`config.mk`:
```
export PLATFORM = sky130hd
export DESIGN_NAME = npc_ras_unit_d
export DESIGN_NICKNAME = d
export VERILOG_FILES = /design/src/rtl/npc_pkg.sv /design/src/rtl/npc_ras.sv /design/src/rtl/npc_ras_unit_d.sv
export SDC_FILE = /design/constraint.sdc
export NUM_CORES = 1
export LEC_CHECK = 0
export BUFFER_PORTS_ARGS = -buffer_cell sky130_fd_sc_hd__buf_2
export CAP_MARGIN = 20
export CORE_ASPECT_RATIO = 0.8
export CORE_MARGIN = 2
export CORE_UTILIZATION = 55
export DETAILED_ROUTE_END_ITERATION = 10
export PLACE_DENSITY = 0.76
export RECOVER_POWER = 100
export SYNTH_ARGS = -nofsm -noshare
export SYNTH_HDL_FRONTEND = slang
export SYNTH_HIERARCHICAL = 1
export SYNTH_SLANG_ARGS = --single-unit
```
`constraint.sdc`:
```
create_clock -name clk -period 4 [get_ports clk]
set_clock_uncertainty 0.05 [all_clocks]
set_input_delay 0.6 -clock clk [delete_from_list [all_inputs] [get_ports clk]]
set_output_delay 0.6 -clock clk [all_outputs]
set_load 0.02 [all_outputs]
```
`src/rtl/npc_pkg.sv`:
```
// npc_pkg: shared decode constants and encodings for the D-stage next-PC unit.
//   - MIPS opcode / funct / REGIMM rt-field constants
//   - ext_mode, cmp_mode and npc_sel encodings
//   - prediction FSM state enum
package npc_pkg;

  localparam logic [5:0] OP_SPECIAL = 6'h00;
  localparam logic [5:0] OP_REGIMM  = 6'h01;
  localparam logic [5:0] OP_J       = 6'h02;
  localparam logic [5:0] OP_JAL     = 6'h03;
  localparam logic [5:0] OP_BEQ     = 6'h04;
  localparam logic [5:0] OP_BNE     = 6'h05;
  localparam logic [5:0] OP_BLEZ    = 6'h06;
  localparam logic [5:0] OP_BGTZ    = 6'h07;
  localparam logic [5:0] OP_ADDI    = 6'h08;
  localparam logic [5:0] OP_ADDIU   = 6'h09;
  localparam logic [5:0] OP_SLTI    = 6'h0a;
  localparam logic [5:0] OP_SLTIU   = 6'h0b;
  localparam logic [5:0] OP_ANDI    = 6'h0c;
  localparam logic [5:0] OP_ORI     = 6'h0d;
  localparam logic [5:0] OP_XORI    = 6'h0e;
  localparam logic [5:0] OP_LUI     = 6'h0f;

  localparam logic [5:0] FN_JR      = 6'h08;
  localparam logic [5:0] FN_JALR    = 6'h09;

  localparam logic [4:0] RT_BLTZ    = 5'h00;
  localparam logic [4:0] RT_BGEZ    = 5'h01;
  localparam logic [4:0] RT_BLTZAL  = 5'h10;
  localparam logic [4:0] RT_BGEZAL  = 5'h11;

  localparam logic [4:0] REG_RA     = 5'd31;

  typedef enum logic [1:0] {
    EXT_NONE = 2'b00,
    EXT_ZERO = 2'b01,
    EXT_SIGN = 2'b10,
    EXT_LUI  = 2'b11
  } ext_mode_e;

  typedef enum logic [2:0] {
    CMP_NONE = 3'b000,
    CMP_BEQ  = 3'b001,
    CMP_BNE  = 3'b010,
    CMP_BGTZ = 3'b011,
    CMP_BGEZ = 3'b100,
    CMP_BLTZ = 3'b101,
    CMP_BLEZ = 3'b110
  } cmp_mode_e;

  typedef enum logic [2:0] {
    NPC_SEQ   = 3'b000,
    NPC_BR    = 3'b001,
    NPC_J     = 3'b010,
    NPC_JR    = 3'b011,
    NPC_RAS   = 3'b100,
    NPC_REDIR = 3'b101
  } npc_sel_e;

  typedef enum logic {
    ST_IDLE    = 1'b0,
    ST_PENDING = 1'b1
  } npc_state_e;

endpackage

```
`src/rtl/npc_ras.sv`:
```
// npc_ras: circular return-address stack.
//   push/pop/clear : update requests (clear wins, pop+push overwrites top)
//   push_data      : address pushed
//   top            : most recently pushed valid entry
//   count          : number of valid entries, saturates at DEPTH
// A push into a full stack overwrites the oldest entry (the pointer simply
// wraps); a pop on an empty stack is ignored.
module npc_ras
  #(parameter int DEPTH = 4,
    parameter int AW    = 32)
  (input  logic                       clk,
   input  logic                       reset_n,
   input  logic                       push,
   input  logic                       pop,
   input  logic                       clear,
   input  logic [AW-1:0]              push_data,
   output logic [AW-1:0]              top,
   output logic [$clog2(DEPTH):0]     count);

  localparam int PW = $clog2(DEPTH);
  localparam int CW = PW + 1;

  logic [AW-1:0] entries_q [DEPTH];
  logic [AW-1:0] entries_d [DEPTH];
  logic [PW-1:0] ptr_q, ptr_d;
  logic [CW-1:0] count_q, count_d;
  logic [PW-1:0] top_idx;
  logic          do_pop;

  // ptr_q is the next free slot; the top lives one below it.
  assign top_idx = ptr_q - 1'b1;
  assign top     = entries_q[top_idx];
  assign count   = count_q;
  assign do_pop  = pop && (count_q != '0);

  always_comb begin
    entries_d = entries_q;
    ptr_d     = ptr_q;
    count_d   = count_q;
    if (clear) begin
      for (int i = 0; i < DEPTH; i++) entries_d[i] = '0;
      ptr_d   = '0;
      count_d = '0;
    end else if (do_pop && push) begin
      entries_d[top_idx] = push_data;
    end else if (do_pop) begin
      ptr_d   = top_idx;
      count_d = count_q - 1'b1;
    end else if (push) begin
      entries_d[ptr_q] = push_data;
      ptr_d            = ptr_q + 1'b1;
      if (count_q != CW'(DEPTH)) count_d = count_q + 1'b1;
    end
  end

  always_ff @(posedge clk or negedge reset_n) begin
    if (!reset_n) begin
      for (int i = 0; i < DEPTH; i++) entries_q[i] <= '0;
      ptr_q   <= '0;
      count_q <= '0;
    end else begin
      entries_q <= entries_d;
      ptr_q     <= ptr_d;
      count_q   <= count_d;
    end
  end

endmodule

```
`src/rtl/npc_ras_unit_d.sv`:
```
// npc_ras_unit_d: decode-stage next-PC unit with return-address prediction.
//   Inputs : instr_d/pc_d/pc_f, forwarded rs_data/rt_data with rs_ready,
//            advance_d, E-stage resolve_valid/resolve_target.
//   Outputs: ext_mode, cmp_mode, br_taken, npc_sel, npc, stall_req,
//            mispredict (combinational); pred_pending, ras_count (registered);
//            state_dbg exposes the prediction FSM state.
// Optional: define RAS_STATS_EN to add saturating pred_cnt / mispred_cnt.
// A `jr $31` whose rs is not yet forwardable may proceed on the RAS top;
// the E stage later confirms it or forces a redirect and the RAS is emptied.
module npc_ras_unit_d
  import npc_pkg::*;
  #(parameter int RAS_DEPTH = 4,
    parameter int AW        = 32)
  (input  logic                         clk,
   input  logic                         reset_n,
   input  logic [31:0]                  instr_d,
   input  logic [AW-1:0]                pc_d,
   input  logic [AW-1:0]                pc_f,
   input  logic [31:0]                  rs_data,
   input  logic [31:0]                  rt_data,
   input  logic                         rs_ready,
   input  logic                         advance_d,
   input  logic                         resolve_valid,
   input  logic [AW-1:0]                resolve_target,
   output logic [1:0]                   ext_mode,
   output logic [2:0]                   cmp_mode,
   output logic [2:0]                   npc_sel,
   output logic [AW-1:0]                npc,
   output logic                         br_taken,
   output logic                         stall_req,
   output logic                         pred_pending,
   output logic                         mispredict,
   output logic [$clog2(RAS_DEPTH):0]   ras_count,
`ifdef RAS_STATS_EN
   output logic [15:0]                  pred_cnt,
   output logic [15:0]                  mispred_cnt,
`endif
   output npc_state_e                   state_dbg);

  logic [5:0] op, fn;
  logic [4:0] rs, rt, rd;
  assign op = instr_d[31:26];
  assign rs = instr_d[25:21];
  assign rt = instr_d[20:16];
  assign rd = instr_d[15:11];
  assign fn = instr_d[5:0];

  npc_state_e    state_q, state_d;
  logic [AW-1:0] pred_target_q, pred_target_d;
  logic [AW-1:0] ras_top;
  logic          is_jr, is_jalr, is_jreg, is_branch, cond, is_link, is_ret;
  logic          pred_allowed, predict, upd, pred_adv;
  cmp_mode_e     cmp;
  ext_mode_e     ext;
  npc_sel_e      sel;

  assign is_jr   = (op == OP_SPECIAL) && (fn == FN_JR);
  assign is_jalr = (op == OP_SPECIAL) && (fn == FN_JALR);
  assign is_jreg = is_jr || is_jalr;
  assign is_ret  = is_jreg && (rs == REG_RA);
  // Link instructions push even when the branch is not taken.
  assign is_link = (op == OP_JAL) ||
                   ((op == OP_REGIMM) && ((rt == RT_BLTZAL) || (rt == RT_BGEZAL))) ||
                   (is_jalr && (rd == REG_RA));

  always_comb begin
    cmp = CMP_NONE;
    case (op)
      OP_BEQ:  cmp = CMP_BEQ;
      OP_BNE:  cmp = CMP_BNE;
      OP_BLEZ: cmp = CMP_BLEZ;
      OP_BGTZ: cmp = CMP_BGTZ;
      OP_REGIMM: begin
        if ((rt == RT_BLTZ) || (rt == RT_BLTZAL)) cmp = CMP_BLTZ;
        if ((rt == RT_BGEZ) || (rt == RT_BGEZAL)) cmp = CMP_BGEZ;
      end
      default: cmp = CMP_NONE;
    endcase
  end

  always_comb begin
    ext = EXT_NONE;
    case (op)
      OP_ADDI, OP_ADDIU, OP_SLTI, OP_SLTIU: ext = EXT_SIGN;
      OP_ANDI, OP_ORI, OP_XORI:             ext = EXT_ZERO;
      OP_LUI:                               ext = EXT_LUI;
      default: if (op[5]) ext = EXT_SIGN;   // loads and stores
    endcase
  end

  assign is_branch = (cmp != CMP_NONE);

  always_comb begin
    cond = 1'b0;
    case (cmp)
      CMP_BEQ:  cond = (rs_data == rt_data);
      CMP_BNE:  cond = (rs_data != rt_data);
      CMP_BGTZ: cond = ($signed(rs_data) > 0);
      CMP_BGEZ: cond = !rs_data[31];
      CMP_BLTZ: cond = rs_data[31];
      CMP_BLEZ: cond = ($signed(rs_data) <= 0);
      default:  cond = 1'b0;
    endcase
  end

  assign br_taken = is_branch && cond;

  // A mispredict is only possible while a prediction is outstanding.
  assign mispredict = resolve_valid && (state_q == ST_PENDING) &&
                      (resolve_target != pred_target_q);

  // A matching resolve frees the single outstanding-prediction slot this cycle.
  assign pred_allowed = (ras_count != '0) &&
                        ((state_q == ST_IDLE) ||
                         (resolve_valid && (resolve_target == pred_target_q)));
  assign predict = is_jr && (rs == REG_RA) && !rs_ready && pred_allowed;

  always_comb begin
    sel = NPC_SEQ;
    npc = pc_f + AW'(4);
    if (mispredict) begin
      sel = NPC_REDIR;
      npc = resolve_target;
    end else if (br_taken) begin
      sel = NPC_BR;
      npc = pc_d + AW'(4) + {{(AW-18){instr_d[15]}}, instr_d[15:0], 2'b00};
    end else if ((op == OP_J) || (op == OP_JAL)) begin
      sel = NPC_J;
      npc = {pc_d[AW-1:28], instr_d[25:0], 2'b00};
    end else if (is_jreg && rs_ready) begin
      sel = NPC_JR;
      npc = AW'(rs_data);
    end else if (predict) begin
      sel = NPC_RAS;
      npc = ras_top;
    end
  end

  assign stall_req = (is_jreg && !rs_ready && !predict) || (is_branch && !rs_ready);
  assign ext_mode  = ext;
  assign cmp_mode  = cmp;
  assign npc_sel   = sel;

  // The D instruction is flushed on a mispredict, so it never updates state.
  assign upd      = advance_d && !mispredict;
  assign pred_adv = upd && (sel == NPC_RAS);

  npc_ras #(.DEPTH(RAS_DEPTH), .AW(AW)) u_ras (
    .clk       (clk),
    .reset_n   (reset_n),
    .push      (upd && is_link),
    .pop       (upd && is_ret),
    .clear     (mispredict),
    .push_data (pc_d + AW'(8)),
    .top       (ras_top),
    .count     (ras_count)
  );

  always_comb begin
    state_d       = state_q;
    pred_target_d = pred_target_q;
    if (mispredict) begin
      state_d = ST_IDLE;
    end else begin
      case (state_q)
        ST_IDLE:
          if (pred_adv) begin
            state_d       = ST_PENDING;
            pred_target_d = ras_top;
          end
        ST_PENDING:
          if (resolve_valid) begin
            state_d = ST_IDLE;
            if (pred_adv) begin
              state_d       = ST_PENDING;
              pred_target_d = ras_top;
            end
          end
        default: state_d = ST_IDLE;
      endcase
    end
  end

  always_ff @(posedge clk or negedge reset_n) begin
    if (!reset_n) begin
      state_q       <= ST_IDLE;
      pred_target_q <= '0;
    end else begin
      state_q       <= state_d;
      pred_target_q <= pred_target_d;
    end
  end

  assign pred_pending = (state_q == ST_PENDING);
  assign state_dbg    = state_q;

`ifdef RAS_STATS_EN
  logic [15:0] pred_cnt_q, pred_cnt_d, mispred_cnt_q, mispred_cnt_d;

  always_comb begin
    pred_cnt_d    = pred_cnt_q;
    mispred_cnt_d = mispred_cnt_q;
    if (pred_adv && (pred_cnt_q != 16'hffff))      pred_cnt_d    = pred_cnt_q + 16'd1;
    if (mispredict && (mispred_cnt_q != 16'hffff)) mispred_cnt_d = mispred_cnt_q + 16'd1;
  end

  always_ff @(posedge clk or negedge reset_n) begin
    if (!reset_n) begin
      pred_cnt_q    <= '0;
      mispred_cnt_q <= '0;
    end else begin
      pred_cnt_q    <= pred_cnt_d;
      mispred_cnt_q <= mispred_cnt_d;
    end
  end

  assign pred_cnt    = pred_cnt_q;
  assign mispred_cnt = mispred_cnt_q;
`endif

endmodule

```
==> metrics.md, run 1 <==
| Metric | Value |
|---|---|
| Run status | `finished with violations` |
| Failing checks | `max-capacitance violations, max-slew violations, negative setup slack` |
| CP Launch Type | `input pin` |
| Number of I/O pins | `245` |
| Port Buf Inserts | `244` |
| # H-tree levels | `4` |
| Non-filler cells, final | `2087` |
| GP Congestion | `1.058` |
| Core area | `23330 µm²` |
| Bufs and invs on worst path | `4` |
| Tot Pwr | `0.005017 W` |
| Slowest cell delay on critical path | `0.42 ns` |
| Initial antenna violation count | `1` |
| Iter 0 DRT Violations | `1972` |
| CP max FO | `13` |
| Cell taking the most area after synthesis | `dfrtp_1` |
| Leak pwr | `7.022 nW` |
| CTS Buf Count | `17` |
| Final Hold Viols | `0` |
| Worst Hold Depth | `3` |
| RR Startpoint | `pred_target_q[5]` |
| CP Data Arrival Time | `3.36 ns` |
| Nets | `2024` |
| Maximum clock rate | `249.3 MHz` |
| Drc violations | `0` |
| Share of cells above drive strength 1 | `28.56%` |
| Clock Path Buffers | `2` |
| Largest net degree at the start of global routing | `97` |
| Critical Path End Type | `output port` |
| Max Slew Vio Count | `190` |
| Worst path cell trace | `clkbuf_2, nor4_4, nand4b_1, o21a_1, o21ai_1, o311ai_1, o311a_1, clkbuf_8, buf_4, nor4_1, a221o_1, buf_2` |
| Async SR Flop Fraction | `100.0%` |
| Post-detailed-routing wire length | `51150 µm` |
| CTS Root Cell | `clkbuf_16` |
| Unrepaired setup endpoints after global routing | `yes` |
| Worst Path Required | `3.35 ns` |
| First-pass detailed-route iteration total | `9` |
| Hold Buf Count CTS | `0` |
| Post-route ant nets | `0` |
| Largest cells by area after synthesis | `dfrtp_1 (32%), xnor2_1 (8.3%), nand3_1 (6.3%)` |
| Die X | `176.2 µm` |
| Area of the mapped netlist | `13050 µm²` |
| Beginning of the worst hold path | `pc_d[2]` |
| Crit Path Class | `input pin to output port` |
| Most used DFF post-synth | `dfrtp_1` |
| Min-delay worst type | `input pin to flop` |
| Top cell type's share of synthesized area | `31.82%` |
| Number of global-route vias before repair | `12.88k` |
| Synthesis-to-layout area growth | `22.35%` |
| Insertion delay to the later sink of the worst-skew pair | `0.43 ns` |
| Number of flops mapped to enable cells by yosys | `0` |
| Period utilization | `100.3%` |
| Post-synthesis sequential area ratio | `31.82%` |
| N_diodes | `0` |
| Max Cap Viol | `2` |
| Syn Area/Cell | `8.749 µm²` |
| CTS tree | `yes` |
| Slowest cell on the critical path | `nor4_4` |
| Syn Inst Count | `1492` |
| Clock slew at reported path FFs | `0.06 ns` |
| FP Rows | `50` |
| Yosys cell types | `73` |
| Vias/cell | `6.546` |
| Tmin final | `4.011 ns` |
| Post-detail-place hpwl | `38170 µm` |
| P per Cell Area | `314.1 nW/µm²` |
| GRT Residual Overflow | `0` |
| Setup ws final | `-0.01064 ns` |
| Vias after detailed routing | `13.66k` |
| GRT Resource Usage Total | `40.19%` |
| Initial Utilization | `55.94%` |
| Synth Register Bits | `166` |
| Dpl ws | `-0.3377 ns` |
| First-pass GRT wire length | `75470 µm` |
| Crit path max-delay family | `simple AND/OR/NAND/NOR gates` |
| Slew headroom | `-52.17%` |
| Mapped Nets | `1754` |
| Final setup vio count | `1` |
| CP Depth | `12` |
| Slew at the pin with the worst max-slew slack | `2.283 ns` |
| Routed len/inst | `24.51 µm` |
| Reg2Reg Depth | `12` |
| Worst IR Drop VDD | `0.0006083 V` |
| Placed cells | `2051` |
| Die height | `141.8 µm` |
| Die area | `24990 µm²` |
| Origin of the worst setup path | `instr_d[29]` |
| Ys Warns | `6` |
| Total clock sinks | `166` |
==> flip-flops by register name, summed over array words and instances (netlist names) <==
name,count
u_ras/ptr_q,2
pred_pending,1
pred_target_q,32
u_ras/entries_q,128
u_ras/count,3
==> through the flow <==
stage,area [µm²],hold slack [ns],TNS (ns),utilization (%)
after floorplan,13050,0.2544,0,-
after global placement,15050,0.4519,-1.113,64.48
after detailed placement,15050,0.4593,-1.421,64.48
after CTS,15730,0.2344,-0.02086,67.40
after global routing,15970,0.3989,-0.4244,68.45
final,15970,0.4021,-0.01064,68.45
==> what timing repair did <==
action / CTS / global route
setup endpoints to repair: 12 / 17
pin swaps: 15 / 25
setup buffers: 1 / 4
resized for setup: 27 / 52
hold endpoints to repair: 0 / 0
cloned: 0 / 0
==> final timing paths <==
path | to | slack, ns
setup / recovery | npc[7] | -0.01
hold / removal | u_ras/entries_q[98] | 0.40
setup reg to reg | u_ras/entries_q[48] | 0.12
hold reg to reg | u_ras/entries_q[127] | 0.47
max in group asynchronous | pred_target_q[22] | 0.94
min in group asynchronous | u_ras/entries_q[67] | 0.80
==> cells by family after synthesis <==
kind of cell	count (synthesis)	share of synthesized area, %
buffers and inverters	125	4.658
XOR/XNOR	145	9.729
AND/OR/NAND/NOR	539	19.74
multiplexers	100	11.12
AO/OA/AOI/OAI	352	16.65
flip-flops	166	31.82
adder cells (fa/ha/maj)	65	6.288
==> report_power, final <==
group | total [W] | internal [W] | leakage (nW) | switching, W
logic | 0.00160 | 0.000656 | 4.46 | 0.000949
clock network | 0.00163 | 0.000924 | 0.270 | 0.000703
registers | 0.00178 | 0.00174 | 2.29 | 0.0000472
==> cell type report <==
| type | count | area, µm² |
|---|---|---|
| inverters | 24 | 102.6 |
| clock buffers | 18 | 429.2 |
| fillers | 1940 | 7363 |
| well taps | 312 | 390.4 |
| repair buffers | 352 | 2087 |
| flip-flops and latches | 166 | 4155 |
| multi-input cells | 1201 | 8656 |
| clock inverters | 14 | 151.4 |
==> layer usage <==
metal | share of wire, % | vias up | GRT usage, %
met5 | 0.025 | - | 0
met4 | 4.4 | 2 | 16.70
met3 | 11 | 131 | 8.173
met2 | 44 | 916 | 60.91
met1 | 40 | 6621 | 56.41
li1 | - | 5992 | -
==> layout by cell type (no fill, tap or decap), types with 32 or more instances in the layout <==
master,Yosys,routed
dfrtp_1,166,165
ha_1,64,46
nand3_1,165,165
xnor2_1,123,117
a21oi_1,153,151
nand4_1,33,33
nand2_1,203,203
o21ai_0,73,66
buf_4,21,101
a22oi_1,33,33
mux4_2,32,32
buf_2,24,204
nor2_1,48,47
mux2_2,40,40
==> Yosys cell counts, types with 4 or more instances <==
library cell,count
o21ai_0,73
nand3_1,165
mux2i_1,28
nor2_1,48
buf_4,21
nor3_1,21
nand4_1,33
and4_1,5
buf_2,24
o22ai_1,4
a31oi_1,8
and3_1,15
xnor2_1,123
a211oi_1,8
nand2b_1,4
a221o_1,9
o21ai_1,4
a221oi_1,6
a22oi_1,33
a21o_1,15
o211ai_1,6
ha_1,64
xor2_1,22
mux2_2,40
inv_1,23
and2_1,7
clkbuf_1,51
a21oi_1,153
nand2_1,203
dfrtp_1,166
buf_6,4
nor4_1,18
mux4_2,32
==> worst register-to-register path, stage by stage (launching register included) <==
cell	delay, ns
dfrtp_1	0.42
xnor2_2	0.24
nand4_1	0.14
nor4_1	0.35
nand2_1	0.13
nand3_1	0.16
inv_4	0.08
nor4b_1	0.37
clkbuf_2	0.38
o31ai_4	0.25
mux2_2	0.83
nand2_1	0.16
a21oi_1	0.21
Power figures use the tool's default switching activity.
==> run 2, diff against run 1 <==
CORE_ASPECT_RATIO = 1.1   (was 0.8)
PLACE_DENSITY = 0.79   (was 0.76)
==> run 2 against run 1 <==
Effect of this change: the flow still finishes with violations (max-capacitance violations, max-slew violations, negative setup slack); hold slack improved by 0.0046 ns; count of clock-buffer cells in the layout increased by 1; utilization decreased by 1.0 points; total power about the same; die area about the same; flip-flop and latch count unchanged; cell count decreased by 1.1%; sequential share of layout area increased by 0.25 points; non-clock buffer count decreased by 17; wire length decreased by 2.4%; largest power group unchanged.
==> metrics.md, run 2 (same netlist as run 1, synthesis figures left out) <==
| Metric | Value |
|---|---|
| Run status | `finished with violations` |
| Failing checks | `max-capacitance violations, max-slew violations, negative setup slack` |
| Die area | `24980 µm²` |
| Placed cells | `2029` |
| Beginning of the worst hold path | `pc_d[2]` |
| Maximum clock rate | `249.8 MHz` |
| CTS tree | `yes` |
| Post-route ant nets | `0` |
| Max Cap Viol | `2` |
| FP Rows | `59` |
| Max FFs per register | `128` |
| Final Hold Viols | `0` |
| Final core utilization | `67.40%` |
| Worst Path Required | `3.35 ns` |
| Synthesis-to-layout area growth | `21.20%` |
| Hold Buf Count CTS | `0` |
| RR Startpoint | `pred_target_q[28]` |
| Routed len/inst | `24.20 µm` |
| Worst Hold Depth | `3` |
| CTS Root Cell | `clkbuf_16` |
| First-pass GRT wire length | `73840 µm` |
| Setup ws final | `-0.003840 ns` |
| Die X | `150.9 µm` |
| Largest net degree at the start of global routing | `104` |
| Number of global-route vias before repair | `12.81k` |
| GP Congestion | `1.024` |
| CP max FO | `16` |
| Insertion delay to the later sink of the worst-skew pair | `0.42 ns` |
| Slew at the pin with the worst max-slew slack | `2.809 ns` |
| Unrepaired setup endpoints after global routing | `yes` |
| Port Buf Inserts | `244` |
| Filler Cells Inserted | `1949` |
| GRT Resource Usage Total | `39.49%` |
| Vias after detailed routing | `13.49k` |
| Multi-input gate area | `8594 µm²` |
| Non-filler cells, final | `2064` |
| R2r setup slk | `0.15 ns` |
| Vias/cell | `6.537` |
| Worst IR Drop VDD | `0.0003101 V` |
| CP Launch Type | `input pin` |
| Initial Utilization | `55.61%` |
| Worst Hold End | `u_ras/entries_q[66]` |
| Critical Path End Type | `output port` |
| Leak pwr | `6.967 nW` |
| Commonest cells after routing, fill and taps aside | `buf_2 (215), nand2_1 (203), nand3_1 (165), dfrtp_1 (165), a21oi_1 (151)` |
| First-pass detailed-route iteration total | `6` |
| Clock slew at reported path FFs | `0.06 ns` |
| Min-delay worst type | `input pin to flop` |
| Max Slew Vio Count | `82` |
| Post-detail-place hpwl | `37390 µm` |
| Dpl ws | `-0.2919 ns` |
| FF-to-FF End | `u_ras/entries_q[34]` |
| Share of cells above drive strength 1 | `28.04%` |
| Number of I/O pins | `245` |
| Setup TNS | `-0.003840 ns` |
| Seq. cell area | `4155 µm²` |
| Tmin final | `4.004 ns` |
| Nets | `2007` |
| Core area | `23480 µm²` |
| # H-tree levels | `4` |
| P per Cell Area | `316.9 nW/µm²` |
| Post-detailed-routing wire length | `49940 µm` |
| Reg2Reg Depth | `13` |
| Commonest non-fill, non-tap cell in the layout | `buf_2` |
| Total clock sinks | `166` |
| CTS Buf Count | `17` |
| Drc violations | `0` |
| Initial antenna violation count | `2` |
| Crit Path Class | `input pin to output port` |
| Die height | `165.6 µm` |
| Iter 0 DRT Violations | `1671` |
| Clock Path Buffers | `2` |
| Period utilization | `100.1%` |
| GRT Residual Overflow | `0` |
| Final setup vio count | `1` |
| Biggest register | `u_ras/entries_q` |
| Tot Pwr | `0.005013 W` |
| CP Data Arrival Time | `3.35 ns` |
| Slew headroom | `-87.28%` |
[run 2: cell count changes in the layout (fill, tap and decap cells not counted), sizes merged]
cell         previous run  this run
clkbuf                 57        40
bufinv                  2         3
clkinv                  3         2
clkinvlp                5         4
diode                   0         1
dlygate4sd2             0         1
[run 2: timing repair]
action / 4_1_cts / 5_1_grt
gates resized for setup: 18 / 55
buffers inserted: 1 / 1
setup endpoints to repair: 11 / 27
gates cloned: 0 / 0
pin swaps: 13 / 20
[run 2: power by group]
part | leakage, nW | internal [W] | switching, W
sequential | 2.29 | 0.00174 | 0.0000457
clock | 0.283 | 0.000992 | 0.000688
combinational | 4.39 | 0.000622 | 0.000928
total | 6.97 | 0.00335 | 0.00166
[run 2: layer usage]
layer	wire length, µm	GRT usage (%)	vias to the layer above
met5	11	0	-
met2	22630	61.20	879
met1	19090	52.29	6517
met4	2740	20.56	2
met3	5461	8.324	150
li1	-	-	5944
[run 2: cell type report]
class                           instances  area share (%)
Antenna cell                            1         0.01582
Inverter                               24          0.6327
Clock buffer                           19           2.736
Tap cell                              305           2.412
Multi-Input combinational cell       1201           54.32
Timing Repair Buffer                  335           12.53
Clock inverter                         13           1.083
Sequential cell                       166           26.26
[run 2: worst max path at each step]
stage | startpoint | endpoint | slack, ns
after detailed placement | pc_d[2] | npc[31] | -0.29
after global placement | pc_d[2] | npc[31] | -0.27
final | rs_data[13] | npc[11] | -0.004
after global routing | pc_d[2] | npc[31] | -0.11
after CTS | instr_d[1] | npc[31] | -0.05
after floorplan | instr_d[1] | npc[29] | 0.04
[run 2: critical path, cell delays in order]
cell	delay [ns]
clkbuf_2	0.10
xnor2_1	0.20
buf_4	0.21
nand4_1	0.09
buf_4	0.19
nor4_2	0.24
clkbuf_1	0.20
nand3_1	0.15
o311a_1	0.35
buf_12	0.17
and2_0	0.17
buf_4	0.16
a221o_1	0.33
buf_2	0.17
[run 2: stage by stage]
stage	cell area [µm²]	hold WS, ns
6_report	15820	0.4068
5_1_grt	15820	0.4107
4_1_cts	15620	0.1261
3_5_place_dp	14940	0.4602
3_3_place_gp	14940	0.4516
2_1_floorplan	13050	0.2544
